**config.mk**
```make
export PLATFORM = sky130hd
export DESIGN_NAME = divider_arbiter
export DESIGN_NICKNAME = d
export VERILOG_FILES = /design/src/rtl/divider_arbiter.sv
export SDC_FILE = /design/constraint.sdc
export NUM_CORES = 1
export LEC_CHECK = 0
export CORE_ASPECT_RATIO = 1.75
export CORE_MARGIN = 1
export CORE_UTILIZATION = 45
export CTS_CLUSTER_SIZE = 24
export DETAILED_ROUTE_END_ITERATION = 7
export PLACE_DENSITY_LB_ADDON = 0.3
export SKIP_LAST_GASP = 1
export SLEW_MARGIN = 20
export SYNTH_ARGS = -nofsm -noshare
export SYNTH_HDL_FRONTEND = slang
export SYNTH_SLANG_ARGS = --single-unit
```
**constraint.sdc**
```tcl
create_clock -name clk -period 8.9 [get_ports clk]
set_input_delay 1.78 -clock clk [delete_from_list [all_inputs] [get_ports clk]]
set_output_delay 1.78 -clock clk [all_outputs]
set_load 0.02 [all_outputs]
```
**src/rtl/divider_arbiter.sv**
```systemverilog
// Round-robin front end that shares one sequential divider among N_REQ requesters.
// Captures operands on accept, bypasses zero divisors and aborts a hung divider with an error response.
module divider_arbiter #(
    parameter int unsigned N_REQ   = 4,
    parameter int unsigned WIDTH   = 8,
    parameter int unsigned TIMEOUT = WIDTH + 4
) (
    input  logic                     clk,
    input  logic                     rst_n,
    input  logic [N_REQ-1:0]         req_valid,
    output logic [N_REQ-1:0]         req_ready,
    input  logic [N_REQ*WIDTH-1:0]   req_dividend,
    input  logic [N_REQ*WIDTH-1:0]   req_divisor,
    input  logic [N_REQ-1:0]         req_sign,
    output logic                     rsp_valid,
    input  logic                     rsp_ready,
    output logic [$clog2(N_REQ)-1:0] rsp_id,
    output logic [WIDTH-1:0]         rsp_quotient,
    output logic [WIDTH-1:0]         rsp_remainder,
    output logic                     rsp_dbz,
    output logic                     rsp_err,
    output logic                     busy,
    output logic                     div_start,
    output logic                     div_sign,
    output logic [WIDTH-1:0]         div_dividend,
    output logic [WIDTH-1:0]         div_divider,
    input  logic [WIDTH-1:0]         div_quotient,
    input  logic [WIDTH-1:0]         div_remainder,
    input  logic                     div_ready
);

    localparam int unsigned IDW = $clog2(N_REQ);
    localparam int unsigned WDW = $clog2(TIMEOUT + 1);

    typedef enum logic [1:0] {
        IDLE  = 2'd0,
        ISSUE = 2'd1,
        WAIT  = 2'd2,
        RESP  = 2'd3
    } state_t;

    state_t           state_q;
    state_t           state_d;
    logic [IDW-1:0]   ptr_q;
    logic [WDW-1:0]   wdog_q;

    logic [IDW-1:0]   grant_c;
    logic             any_c;
    logic             accept_c;
    logic             dbz_c;
    logic             expire_c;
    logic [WIDTH-1:0] sel_dividend_c;
    logic [WIDTH-1:0] sel_divisor_c;
    logic             sel_sign_c;

    // Index of the requester 'off' positions above 'base', wrapping mod N_REQ.
    function automatic logic [IDW-1:0] rr_idx(input logic [IDW-1:0] base, input int unsigned off);
        int unsigned sum;
        sum = (32'(base) + off) % N_REQ;
        return IDW'(sum);
    endfunction

    // Round-robin search starting just above the last winner.
    always_comb begin
        grant_c = ptr_q;
        any_c   = 1'b0;
        for (int unsigned off = 1; off <= N_REQ; off++) begin
            if (!any_c && req_valid[rr_idx(ptr_q, off)]) begin
                grant_c = rr_idx(ptr_q, off);
                any_c   = 1'b1;
            end
        end
    end

    // Operand mux for the winning requester.
    always_comb begin
        sel_dividend_c = '0;
        sel_divisor_c  = '0;
        sel_sign_c     = 1'b0;
        for (int unsigned i = 0; i < N_REQ; i++) begin
            if (grant_c == IDW'(i)) begin
                sel_dividend_c = req_dividend[i*WIDTH +: WIDTH];
                sel_divisor_c  = req_divisor[i*WIDTH +: WIDTH];
                sel_sign_c     = req_sign[i];
            end
        end
    end

    // Accept is same-cycle with the request, so req_ready cannot be registered;
    // it is held low while reset is asserted because nothing is captured then.
    always_comb begin
        accept_c  = rst_n && (state_q == IDLE) && any_c;
        dbz_c     = (sel_divisor_c == '0);
        expire_c  = (wdog_q == WDW'(TIMEOUT - 1));
        req_ready = accept_c ? (N_REQ'(1) << grant_c) : '0;
    end

    // State register.
    always_ff @(posedge clk or negedge rst_n) begin
        if (!rst_n) begin
            state_q <= IDLE;
        end else begin
            state_q <= state_d;
        end
    end

    // Next-state logic.
    always_comb begin
        state_d = state_q;
        case (state_q)
            IDLE: begin
                if (accept_c) begin
                    state_d = dbz_c ? RESP : ISSUE;
                end
            end
            ISSUE: begin
                state_d = WAIT;
            end
            WAIT: begin
                if (div_ready || expire_c) begin
                    state_d = RESP;
                end
            end
            RESP: begin
                if (rsp_ready) begin
                    state_d = IDLE;
                end
            end
            default: begin
                state_d = IDLE;
            end
        endcase
    end

    // Control outputs are registered from the next state so they align with it.
    always_ff @(posedge clk or negedge rst_n) begin
        if (!rst_n) begin
            busy      <= 1'b0;
            div_start <= 1'b0;
            rsp_valid <= 1'b0;
        end else begin
            busy      <= (state_d != IDLE);
            div_start <= (state_d == ISSUE);
            rsp_valid <= (state_d == RESP);
        end
    end

    // Capture, result latch, watchdog and round-robin pointer.
    always_ff @(posedge clk or negedge rst_n) begin
        if (!rst_n) begin
            ptr_q         <= IDW'(N_REQ - 1);
            wdog_q        <= '0;
            rsp_id        <= '0;
            rsp_quotient  <= '0;
            rsp_remainder <= '0;
            rsp_dbz       <= 1'b0;
            rsp_err       <= 1'b0;
            div_sign      <= 1'b0;
            div_dividend  <= '0;
            div_divider   <= '0;
        end else begin
            case (state_q)
                IDLE: begin
                    if (accept_c) begin
                        ptr_q        <= grant_c;
                        rsp_id       <= grant_c;
                        div_sign     <= sel_sign_c;
                        div_dividend <= sel_dividend_c;
                        div_divider  <= sel_divisor_c;
                        rsp_err      <= 1'b0;
                        if (dbz_c) begin
                            rsp_quotient  <= '1;
                            rsp_remainder <= sel_dividend_c;
                            rsp_dbz       <= 1'b1;
                        end
                    end
                end
                ISSUE: begin
                    wdog_q <= '0;
                end
                WAIT: begin
                    if (div_ready) begin
                        rsp_quotient  <= div_quotient;
                        rsp_remainder <= div_remainder;
                    end else if (expire_c) begin
                        rsp_quotient  <= '0;
                        rsp_remainder <= '0;
                        rsp_err       <= 1'b1;
                    end else begin
                        wdog_q <= wdog_q + WDW'(1);
                    end
                end
                RESP: begin
                    if (rsp_ready) begin
                        rsp_dbz <= 1'b0;
                        rsp_err <= 1'b0;
                    end
                end
                default: begin
                    wdog_q <= '0;
                end
            endcase
        end
    end

endmodule
```
* After elaboration in Yosys (flattened, before gate mapping)
Index checks and enable logic that the tools add are counted.
** Storage, ports and cells
- Register bits after elaboration :: 48
- Logic and storage cells :: 116
- Output and inout port bits :: 44
** Operators by class
- Muxes and demuxes :: 54
- $add $sub $neg :: 5
- Eq/ne operators :: 16
- Reduce and logical (&&, ||, !) cells :: 22
- Magnitude comparators :: 4
- Shifts and indexed selects :: 1
** Operators by type and width (number)
- $mux 8 :: 15
- $pmux 8 s2 :: 2
- $mux 1 :: 18
- $mux 2 :: 8
- $lt 2x3->1 const B :: 4
- $mux 4 :: 3
- $ne 2x2->1 const B :: 6
- $eq 2x2->1 const B :: 5
- $bmux 1 s2 :: 4
- $logic_not 8->1 :: 1
- $pmux 2 s4 :: 1
- $pmux 4 s2 :: 1
- $reduce_and 4->1 :: 2
- $reduce_bool 2->1 :: 4
- $eq 2x1->1 const B :: 3
- $logic_and 1x1->1 :: 5
- $reduce_and 5->1 :: 1
- $add 2x1->2 const B :: 2
- $add 2x2->2 const B :: 2
- $add 4x1->4 const B :: 1
- $eq 4x4->1 const B :: 1
- $logic_not 2->1 :: 2
- $shl 1x2->4 const A :: 1
- $logic_not 1->1 :: 3
- other kinds (7) :: 7

* Depth between registers and ports, before layout
- Depth in word-level cells :: 23
- Depth in mapped cells :: 11
- Mapped depth without buffers :: 9

* Worst setup path after synthesis
No wires, ideal clock.
- Kind :: input -> output
- From :: input req_valid[2]
- To :: output req_ready[0]
- Cell stages on the path :: 8
- Path slack :: 3.443 ns
- Arrival time :: 3.677 ns
- Buffers on the path :: 3
- Cells stage by stage :: or2_1 > o21ai_1 > a211oi_1 > clkbuf_1 > buf_1 > buf_2 > nand2_1 > nor2_1
** Between the ends
- Longest elaborated chain between the ends :: 14
** RTL lines
- start, declared :: RTL line 10 : input logic [N_REQ-1:0] req_valid,
- $bmux 1 s2 :: RTL line 68 : if (!any_c && req_valid[rr_idx(ptr_q, off)]) begin
- $mux 1 (not written as such) :: RTL line 68
- $mux 1 :: RTL line 68
- $logic_not 1->1 :: RTL line 68
- $logic_and 1x1->1 :: RTL line 68
- $mux 1 :: RTL line 68
- $logic_not 1->1 :: RTL line 68
- $logic_and 1x1->1 :: RTL line 68
- $mux 1 :: RTL line 68
- $logic_not 1->1 :: RTL line 68
- $logic_and 1x1->1 :: RTL line 68
- $mux 2 or $mux 1 (tied branches) :: RTL line 68
- $shl 1x2->4 or $logic_and 1x1->1 (tied branches) :: RTL line 95, 92
- $mux 4 (*) :: RTL line 95 : req_ready = accept_c ? (N_REQ'(1) << grant_c) : '0;
- end, declared :: RTL line 11 : output logic [N_REQ-1:0] req_ready,
Mark *: on every way between the ends. The rest lies on a longest branch, timed or not. The select of a mux whose other input is x is not followed.

* Worst setup path after layout
- From :: input req_valid[2]
- To :: output req_ready[2]
Same word-level chain as after synthesis.

==> out/summary.md <==
### Run status
* **outcome** complete, no violations

### STA
* **Setup violations, final** 0
* **count of final hold-check violations** 0
* **worst hold-check slack** 0.4774 ns
* **final critical-path share of the clock period** 67.15%
* **total negative slack** 0 ns
* **tightest slew margin relative to the limit** 26.69%
* **Max Clock Freq** 167.3 MHz
* **worst-case clock skew** 0.01279 ns
* **Final Max Tran Viols** 0
* **clock period minus final worst setup slack** 5.977 ns
* **setup repair after global routing missed its margin** no
* **Worst-Margin Slew** 1.096 ns

### Yosys
* **summed instance area of the synthesized netlist** 2865 sq um
* **async set-reset flop share out of synthesis** 100.0%
* **number of synthesized flops with an enable pin** 0
* **commonest cells in the netlist** sky130_fd_sc_hd__nand2_1 (70), sky130_fd_sc_hd__dfrtp_1 (46), sky130_fd_sc_hd__mux2i_1 (33), sky130_fd_sc_hd__a21oi_1 (24), sky130_fd_sc_hd__o21ai_0 (16)
* **number of storage elements in the synthesis netlist** 48
* **total number of yosys warnings** 0
* **library cell with the largest summed area after synthesis** sky130_fd_sc_hd__dfrtp_1
* **predominant post-synthesis flop cell** sky130_fd_sc_hd__dfrtp_1
* **Post-Synthesis Net Count** 400
* **syn avg cell area** 9.456 sq um
* **number of library cell types mapped by synthesis** 44
* **share of synthesized area occupied by flip-flops and latches** 42.01%
* **area share of the leading cell type in the synthesized netlist** 40.17%
* **cell types occupying the most area after synthesis** sky130_fd_sc_hd__dfrtp_1 (40%), sky130_fd_sc_hd__mux2i_1 (12%), sky130_fd_sc_hd__nand2_1 (9.2%)
* **most frequently used cell type in the post-synthesis netlist** sky130_fd_sc_hd__nand2_1
* **cell count after synthesis** 303

### Worst setup path
* **Worst Reg-to-Reg Cells** 10
* **category of the worst setup path launch point** primary input
* **largest fanout on the critical path** 37
* **endpoint class of the critical path** primary output
* **startpoint of the worst-slack reg-to-reg timing path** ptr_q[1]$_DFFE_PN1P_
* **worst setup path category** primary input to primary output
* **endpoint of the worst register-to-register path** rsp_remainder[3]$_DFFE_PN0P_
* **beginning of the critical path** req_valid[2]
* **crit path DAT** 4.20 ns
* **worst setup path endpoint** req_ready[2]
* **worst reg2reg setup slack** 4.88 ns
* **required time of the critical path** 7.12 ns

### Hold path
* **class of the tightest hold or removal check** register to register

### Floorplan
* **DIE HEIGHT** 107.6 um
* **number of rows created at floorplan** 38
* **DIE AREA** 6703 sq um
* **horizontal die dimension** 62.32 um
* **initial standard-cell utilization of the core** 46.36%
* **I/O pin total** 136
* **standard cell core area** 6181 sq um

### Route
* **total routed wirelength** 7.961 mm
* **number of vias per cell after detailed routing** 5.325
* **DRT antenna net count** 0
* **final routed DRC violation total** 0
* **total vias in the final route** 2721
* **DR pass1 iterations** 4
* **average wire per cell in the routed design** 15.58 um
* **Starting DRT DRC Count** 91

### Power and ir drop
* **peak supply drop** 0.2270 mV
* **power per unit of standard cell area** 330.4 nW/um^2
* **overall power consumption** 0.001453 W
* **Sequential Power Share** 26.3%
* **power dissipated by switching net loads** 0.0006279 W
* **Clock Power Share** 10.8%
* **Static Leakage** 1.960 nW
* **Internal Dissipation** 0.0008250 W
* **part of the total power dissipated in combinational logic** 62.9%
* **sw frac** 43.22%

### Placed design
* **post-place instance area** 4287 sq um
* **placed wire-length estimate** 6.041 mm
* **PortBufs** 135
* **placed instance count** 503
* **Routability Congestion** 0.8557

### Cells and area
* **nets@finish** 527
* **post-route cell area** 4398 sq um
* **antenna diode instance count** 0
* **fraction of final layout cells with drive strength greater than 1** 8.585%
* **post-route non-filler standard cell count** 511
* **area grow syn2layout** 53.49%

### GRT
* **via count of the first global-routing pass** 2683
* **overall track demand over capacity in global routing** 23.92%
* **gr ovfl total** 0
* **largest net degree at the start of global routing** 51
* **initial antenna violation count** 0
* **global-route wire length before repair** 12.62 mm

### Clock tree
* **number of buffers between clock root and the deepest sink** 2
* **quantity of gates resized following cts** 0
* **post-CTS setup buffer count** 0
* **CTS Sinks** 48
* **number of levels in the clock H-tree** 2
* **Clock Tree Root** sky130_fd_sc_hd__clkbuf_8
* **number of hold buffers added after CTS** 0
* **clock latency on the worst-skew pair** 0.30 ns
* **clock buffer count from CTS** 5
* **clock-pin slew on the worst setup and hold paths** 0.10 ns
* **CTS tree** yes

### Job
* **max capacitance violation total** 0

power groups by stage:
stage	clock, W	sequential (W)	combinational [W]
2_1_floorplan	0	0.000472	0.000495
3_3_place_gp	0	0.000381	0.000897
3_5_place_dp	0	0.000382	0.000923
4_1_cts	0.000158	0.000382	0.000924
5_1_grt	0.000170	0.000395	0.000986
6_report	0.000156	0.000383	0.000914
sequential cells by signal, summed over array words and instances (netlist names):
register       count
div_dividend       8
div_divider        8
rsp_quotient       8
rsp_remainder      8
wdog_q             4
ptr_q              2
rsp_id             2
state_q            2
busy               1
div_sign           1
div_start          1
rsp_dbz            1
rsp_err            1
rsp_valid          1
cell usage in the layout (no fill, tap or decap), types with 4 or more instances in the layout:
cell type and count:
sky130_fd_sc_hd__a22o_1 9, sky130_fd_sc_hd__buf_4 4, sky130_fd_sc_hd__mux2_4 8, sky130_fd_sc_hd__clkdlybuf4s50_1 134, sky130_fd_sc_hd__clkbuf_8 5, sky130_fd_sc_hd__o21ai_0 16
sky130_fd_sc_hd__inv_1 8, sky130_fd_sc_hd__mux2_1 5, sky130_fd_sc_hd__nor2_1 8, sky130_fd_sc_hd__nand2_1 70, sky130_fd_sc_hd__nand2b_1 5, sky130_fd_sc_hd__a21oi_1 24
sky130_fd_sc_hd__a211oi_1 8, sky130_fd_sc_hd__ha_1 5, sky130_fd_sc_hd__nand3_1 4, sky130_fd_sc_hd__dfrtp_1 46, sky130_fd_sc_hd__mux2i_1 33
per-stage QoR:
step                      setup WS (ns)  utilization, %
after floorplan                   3.443               -
after global placement            2.969           69.35
after detailed placement          2.903           69.35
after CTS                         2.892           71.15
after global routing              2.643           71.15
final                             2.923           71.15
worst min-delay path by stage:
| stage | startpoint | endpoint | cells past startpoint |
|---|---|---|---|
| after detailed placement | div_divider[6]$_DFFE_PN0P_ | div_divider[6]$_DFFE_PN0P_ | 2 |
| after global routing | div_dividend[3]$_DFFE_PN0P_ | div_dividend[3]$_DFFE_PN0P_ | 2 |
| after global placement | div_divider[6]$_DFFE_PN0P_ | div_divider[6]$_DFFE_PN0P_ | 2 |
| final | div_divider[6]$_DFFE_PN0P_ | div_divider[6]$_DFFE_PN0P_ | 2 |
| after CTS | div_divider[6]$_DFFE_PN0P_ | div_divider[6]$_DFFE_PN0P_ | 2 |
| after floorplan | wdog_q[2]$_DFFE_PN0P_ | wdog_q[2]$_DFFE_PN0P_ | 1 |
worst max-delay path, cell delays in order:
cell and delay, ns:
sky130_fd_sc_hd__clkdlybuf4s50_1 0.58, sky130_fd_sc_hd__or2_1 0.15, sky130_fd_sc_hd__o21ai_1 0.10, sky130_fd_sc_hd__a211oi_4 0.26, sky130_fd_sc_hd__buf_4 0.48, sky130_fd_sc_hd__and3_1 0.22
sky130_fd_sc_hd__clkdlybuf4s50_1 0.60
layout make-up:
type	instances	area, sq um
fill	486	1783
multi-input combinational	228	1577
timing repair buffer	139	1376
sequential	48	1204
tap	80	100.1
clock buffer	5	68.82
clock inverter	3	42.54
inverter	8	30.03
kinds of logic (layout without fill, tap and decap cells):
kind of cell / count (synthesis) / count (layout) / share of synthesized area [%]
compound gates: 71 / 71 / 16.42
xor+xnor: 1 / 1 / 0.3057
buf+inv: 27 / 155 / 4.017
fa+ha+maj: 5 / 5 / 2.183
flops: 48 / 48 / 42.01
simple gates: 102 / 102 / 16.20
mux: 49 / 49 / 18.86
routing by layer:
metal	wire length (um)	track usage, %
met3	444	4.661
met2	4197	43.33
met1	3087	26.44
met4	232	11.63
met5	0	0
(Power assumes the default switching activity.)
